`src/rtl/data_ram_ctrl.sv`:
```
// Data RAM controller: masked write port, pipelined read port, request/ready handshake
// and a clear-sweep engine that fills the array with fillValue after reset or on request.
module data_ram_ctrl #(
    parameter int unsigned width       = 16,
    parameter int unsigned length      = 8,
    parameter int unsigned lanes       = 2,
    parameter int unsigned readLatency = 1,
    parameter logic [width-1:0] fillValue = '1
) (
    input  logic               clk,
    input  logic               clr,
    input  logic               writeEnable,
    input  logic [lanes-1:0]   laneMask,
    input  logic [length-1:0]  addr,
    input  logic [width-1:0]   writeData,
    input  logic               readEnable,
    input  logic [length-1:0]  readAddr,
    input  logic               clearReq,
    output logic               ready,
    output logic               busy,
    output logic               dataReady,
    output logic [width-1:0]   readData
);

    localparam int unsigned laneWidth = width / lanes;
    localparam int unsigned depth     = 1 << length;

    localparam logic [0:0] IDLE  = 1'b0;
    localparam logic [0:0] SWEEP = 1'b1;

    if (readLatency < 1 || readLatency > 4) begin : gBadLatency
        $error("data_ram_ctrl: readLatency must be 1..4");
    end
    if (width % lanes != 0) begin : gBadLanes
        $error("data_ram_ctrl: width must be divisible by lanes");
    end

    logic [0:0]        state, nextState;
    logic [length-1:0] sweepAddr, nextSweepAddr;
    logic              writeAccept, readAccept, sweepWrite;

    logic [width-1:0]       mem [depth];
    logic [readLatency-1:0] pipeValid;
    logic [width-1:0]       pipeData [readLatency];

    // Next-state logic; requests are only honoured while idle, sweep drops them.
    always_comb begin
        nextState     = state;
        nextSweepAddr = sweepAddr;
        writeAccept   = 1'b0;
        readAccept    = 1'b0;
        sweepWrite    = 1'b0;
        case (state)
            IDLE: begin
                writeAccept = writeEnable;
                readAccept  = readEnable;
                if (clearReq) begin
                    nextState     = SWEEP;
                    nextSweepAddr = '0;
                end
            end
            SWEEP: begin
                sweepWrite    = 1'b1;
                nextSweepAddr = sweepAddr + length'(1);
                if (sweepAddr == '1) begin
                    nextState = IDLE;
                end
            end
            default: nextState = IDLE;
        endcase
    end

    always_ff @(posedge clk or posedge clr) begin
        if (clr) begin
            state     <= SWEEP;
            sweepAddr <= '0;
            busy      <= 1'b1;
            ready     <= 1'b0;
        end else begin
            state     <= nextState;
            sweepAddr <= nextSweepAddr;
            busy      <= (nextState == SWEEP);
            ready     <= (nextState == IDLE);
        end
    end

    // Array is not reset; the sweep overwrites it. Non-blocking update gives read-first.
    always_ff @(posedge clk) begin
        if (sweepWrite) begin
            mem[sweepAddr] <= fillValue;
        end else if (writeAccept) begin
            for (int unsigned k = 0; k < lanes; k++) begin
                if (laneMask[k]) begin
                    mem[addr][k*laneWidth +: laneWidth] <= writeData[k*laneWidth +: laneWidth];
                end
            end
        end
    end

    // Stage data only loads with a valid token, so the last stage holds between reads.
    always_ff @(posedge clk or posedge clr) begin
        if (clr) begin
            pipeValid <= '0;
            for (int unsigned i = 0; i < readLatency; i++) begin
                pipeData[i] <= '0;
            end
        end else begin
            pipeValid[0] <= readAccept;
            if (readAccept) begin
                pipeData[0] <= mem[readAddr];
            end
            for (int unsigned i = 1; i < readLatency; i++) begin
                pipeValid[i] <= pipeValid[i-1];
                if (pipeValid[i-1]) begin
                    pipeData[i] <= pipeData[i-1];
                end
            end
        end
    end

    assign dataReady = pipeValid[readLatency-1];
    assign readData  = pipeData[readLatency-1];

endmodule

```
`config.mk`:
```
export PLATFORM = sky130hd
export DESIGN_NAME = data_ram_ctrl
export DESIGN_NICKNAME = d
export VERILOG_FILES = /design/src/rtl/data_ram_ctrl.sv
export SDC_FILE = /design/constraint.sdc
export NUM_CORES = 2
export LEC_CHECK = 0
export BUFFER_PORTS_ARGS = -buffer_cell sky130_fd_sc_hd__buf_2
export CAP_MARGIN = 0
export CORE_MARGIN = 2
export CORE_UTILIZATION = 40
export CTS_BUF_LIST = sky130_fd_sc_hd__clkbuf_16
export CTS_CLUSTER_SIZE = 12
export DETAILED_ROUTE_END_ITERATION = 6
export PLACE_DENSITY = 0.62
export SYNTH_ARGS = -nofsm -noshare
export SYNTH_HDL_FRONTEND = slang
export SYNTH_SLANG_ARGS = --single-unit
```
`constraint.sdc`:
```
create_clock -name clk -period 8 [get_ports clk]
set_input_delay 1.6 -clock clk [delete_from_list [all_inputs] [get_ports clk]]
set_output_delay 1.6 -clock clk [all_outputs]
set_load 0.03 [all_outputs]
```
### Word level (Yosys, flattened, before mapping)

Memory sizes are Yosys's and may differ from the RTL's. A register that Yosys moved wholly into a read port is not among the register bits.
Cells that the tools add are included.

* logic and storage cells: 32
* flip-flop bits (word level): 11
* memories kept: 1
* bits in writable memories: 4096
* input port bits: 39

Memory list
* mem: depth 256, bits a word 16, rd ports 1, clocked after memory_dff 1, wr ports 1, RTL line 42 `logic [width-1:0] mem [depth];`

* bitwise logic cells: 2
* multiplexer cells: 21
* $add $sub $neg: 1
* equality and inequality tests: 2
* reduce and logical (&&, ||, !) cells: 1

Operators by type and width (count)
* $mux 16: 1
* $mux 8: 2
* $pmux 8 s2: 1
* $reduce_or 16->1: 1
* $mux 1: 15
* $add 8x1->8 const B: 1
* $eq 8x8->1 const B: 1
* $mux 2: 1
* $ne 2x2->1 const B: 1
* $not 1->1: 2
* $pmux 1 s2: 1

### Depth between registers and ports, before layout

* word-level depth: 6
* mapped depth: 14

### Worst setup path after synthesis

No wires, ideal clock.

* path type: input to register
* start: in laneMask[0]
* end: mem mem[0][10], data pin
* required time: 7.445 ns
* arrival time: 4.061 ns
* setup slack: 3.384 ns
* stages on the path: 4
* library setup time: 0.555 ns
* path through: o211ai_1 -> clkbuf_1 -> clkbuf_1 -> or2_2

* word-level cells in the longest chain between the ends: 6

Ends and longest elaborated chain
* from (decl): RTL line 13 `input logic [lanes-1:0] laneMask,`
* $mux 1: RTL line 93 `if (laneMask[k]) begin`
* $mux 1: RTL line 91 `end else if (writeAccept) begin`
* $mux 1: RTL line 89 `if (sweepWrite) begin`
* $mux 1 (not written as such): RTL line 94 `mem[addr][k*laneWidth +: laneWidth] <= writeData[k*laneWidth +: laneWidth];`
* $reduce_or 16->1 (no source line)
* $mux 16 (no source line)
* to (decl): RTL line 42

No other way between the ends.

==> impl_metrics.ini <==
[clock_tree]
cts_made_buffers = 409
cts_setup_buffers = 0
cts_tree = yes
clock_latency_ns = 0.94
ctsHoldBuffers = 0
clock_sinks = 4123
clockBufferDepth = 4
clkTransAtPathRegs_ns = 0.06
cts.repair.resized = 0
htreeDepth = 5
root_buffer = clkbuf_16

[worst_setup_path]
crit_type = input pin to register
cp-end-kind = register
critPathMaxFanout = 71
arrival_ns = 6.26
start_kind = input pin
path_common_cell = a2111oi_0
r2r_cells = 6
cp_slowest_stage_delay_ns = 0.84
worstReg2RegEnd = mem[215][7]
r2r-start = state
cp_cell_sequence = buf_12, buf_4, mux4_1, nor2b_1, a2111oi_0, a2111oi_0, nor4_1, nand4_1, o211ai_1
worst_path_max_delay_cell = nor4_1
critPathRequiredTime_ns = 8.82
rrSetupSlack_ns = 2.83

[synthesis]
ys.flop_type = edfxtp_1
syn_nets = 8013
yosys_warnings = 0
synthesis.area_um2 = 161000
async_flop_share_pct = 0.655
yosysUniqueCellTypes = 68
ys_ff_latch = 4123
synth_top_cell_by_area = edfxtp_1
synth_edf_count = 4096
seq_area_frac_synth_pct = 77.0
synth.top_cell.area_share_pct = 76.6
syn_area_per_cell_um2 = 20.2
syn_inst = 7973
synth.area.top_cells = edfxtp_1 (77%), mux4_2 (10%), mux2i_1 (4.1%)

[global_route]
grt_pass1_wl_um = 607000
antenna_found_initial = 31
grt_pass1_vias = 80544
gr-total-overflow = 0
grt_usage_pct = 20.7
grt_max_degree = 197

[sta]
period_share_pct = 68.0
max_clock_freq_mhz = 184
rsz0062_at_grt = false
max_slew_margin_pct = 0.136
finalHoldViolCount = 0
hold_ws_ns = 0.573
skew_ns = 0.0499
fin_tns_setup_ns = 0
drv_slew = 0
setup_viol = 0
tightest_slew_ns = 1.46
min_period_ns = 5.44

[min_path]
worstHoldEndpoint = readData[11]
hp-class = register to register
hold_start = readData[11]
hold_depth = 1

[place]
port_buffers = 57
hpwl_um = 261000
gp_congestion = 0.848
place_area_um2 = 166000
place_inst = 12986

[power_and_ir_drop]
p_sw_share_pct = 24.1
seqPwrFrac_pct = 53.9
power_density_nw_per_um2 = 255
power.switching_mw = 10.9
power_frac_comb_pct = 8.3
total_leakage_power_nw = 59.4
ir_drop_mv = 0.218
clkPwrFrac_pct = 37.8
p_int_mw = 34.5
power_mw = 45.4

[route]
drtAntennaViolNets = 0
wire_per_inst_um = 31.4
drt_iter0_drc = 10536
drt-pass1-iter-count = 5
via_per_inst = 5.94
wirelength_um = 429000
vias = 81141
drc = 0

[cells_and_area]
stdcell_count = 13651
drive_above_1_share_pct = 17.6
syn_to_final_growth_pct = 10.8
nNetsFinal = 8174
nFillCells = 33201
stdcell_area_um2 = 178000
final_cell_mix = edfxtp_1 (4096), mux4_2 (713), mux2i_1 (654)
final_common_cell = edfxtp_1

[floorplanning]
initial_utilization_pct = 40.2
num_rows = 232
dieWidth_um = 638
design.core.area_um2 = 400000
die_height_um = 638
dieArea_um2 = 407000
pin_count = 58

[run]
cap_viol_max_count = 1

[status]
violations = capacitance limit
outcome = complete, but fails checks
## cells by family after synthesis
family,count (synthesis),synth area share (%)
DFF,4123,77.0
muxes,1387,14.3
and+or+nand+nor,1082,2.90
AOI/OAI and AO/OA,877,3.81
buffers and inverters,501,1.96
xor gates and xnor gates,2,0.0109
adders and majority gates,1,0.00779
## how the worst max path moves through the flow
stage,startpoint,to,slack (ns),depth (start not counted)
global route,readAddr[0],readData[5],2.42,9
detailed placement,readAddr[0],readData[5],1.55,9
finish,readAddr[0],readData[5],2.56,9
CTS,readAddr[0],readData[5],2.48,9
global placement,readAddr[0],readData[5],1.64,9
floorplan,laneMask[0],mem[0][10],3.38,4
## area by class of cell
type | instances | area [um2] | area share [%]
Tap cell | 5265 | 6590 | 3.70
Inverter | 7 | 35.0 | 0.0197
Sequential cell | 4123 | 124000 | 69.4
Timing Repair Buffer | 244 | 2140 | 1.20
Clock buffer | 416 | 10400 | 5.85
Clock inverter | 232 | 1180 | 0.663
Multi-Input combinational cell | 3349 | 34000 | 19.1
Antenna cell | 15 | 37.5 | 0.0211
## synthesized netlist by cell type (4+ instances only)
library cell  instances
mux4_1               14
inv_1                 5
o211ai_1             15
a21oi_1             123
o21ai_0              91
nand4_1              12
a22o_1               16
or3_1                 8
nor4_1               17
buf_2                72
mux4_2              713
buf_6                90
buf_8                19
clkbuf_1            208
and2_1                4
o22ai_1             184
nand3b_1             13
o221ai_1            126
a31oi_1              15
nor2b_1              41
o22a_1                4
dfrtp_1              26
or2_2                17
mux2_2                6
nand2b_1             13
o21ai_1              13
nand3_1              66
a211o_1               8
a211oi_1             72
o31ai_1               4
buf_1                40
a221oi_1             33
or4_1                 7
nor3_1               53
nor2_1              580
nand2_1             227
edfxtp_1           4096
mux2i_1             654
or3b_2                5
buf_4                57
and3_1                9
a2111oi_0            69
a22oi_1              86
## metal layers
layer  GRT usage (%)  wire (um)  up-vias
met4            7.17      16300        6
met1            28.5     171000    43136
met2            33.0     204000     4067
li1                -          -    33266
met5               0         39        -
met3            3.87      38100      666
## sequential cells by signal (all words and copies together) (netlist names)
| signal | flops |
|---|---|
| dataReady | 1 |
| mem | 4096 |
| readData | 16 |
| ready | 1 |
| state | 1 |
| sweepAddr | 8 |
## power by group through the flow
| stage | Combinational (mW) | Sequential [mW] | Clock, mW |
|---|---|---|---|
| 4_1_cts | 3.75 | 24.5 | 17.4 |
| 5_1_grt | 3.88 | 24.5 | 18.2 |
| 6_report | 3.79 | 24.5 | 17.2 |
| 2_1_floorplan | 1.94 | 24.8 | 0 |
| 3_5_place_dp | 3.74 | 24.9 | 0 |
| 3_3_place_gp | 3.71 | 24.9 | 0 |
## critical path, delay by kind of cell
kind | cells | cell delay (ns)
buf+inv | 2 | 1.23
simple gates | 3 | 1.54
compound gates | 3 | 1.24
mux | 1 | 0.41
## through the flow
step / setup slack [ns] / util [%]
2_1_floorplan: 3.38 / -
3_3_place_gp: 1.64 / 41.6
3_5_place_dp: 1.55 / 41.6
4_1_cts: 2.48 / 44.5
5_1_grt: 2.42 / 44.5
6_report: 2.56 / 44.6
Note: power is estimated with default switching activity, not from simulation.
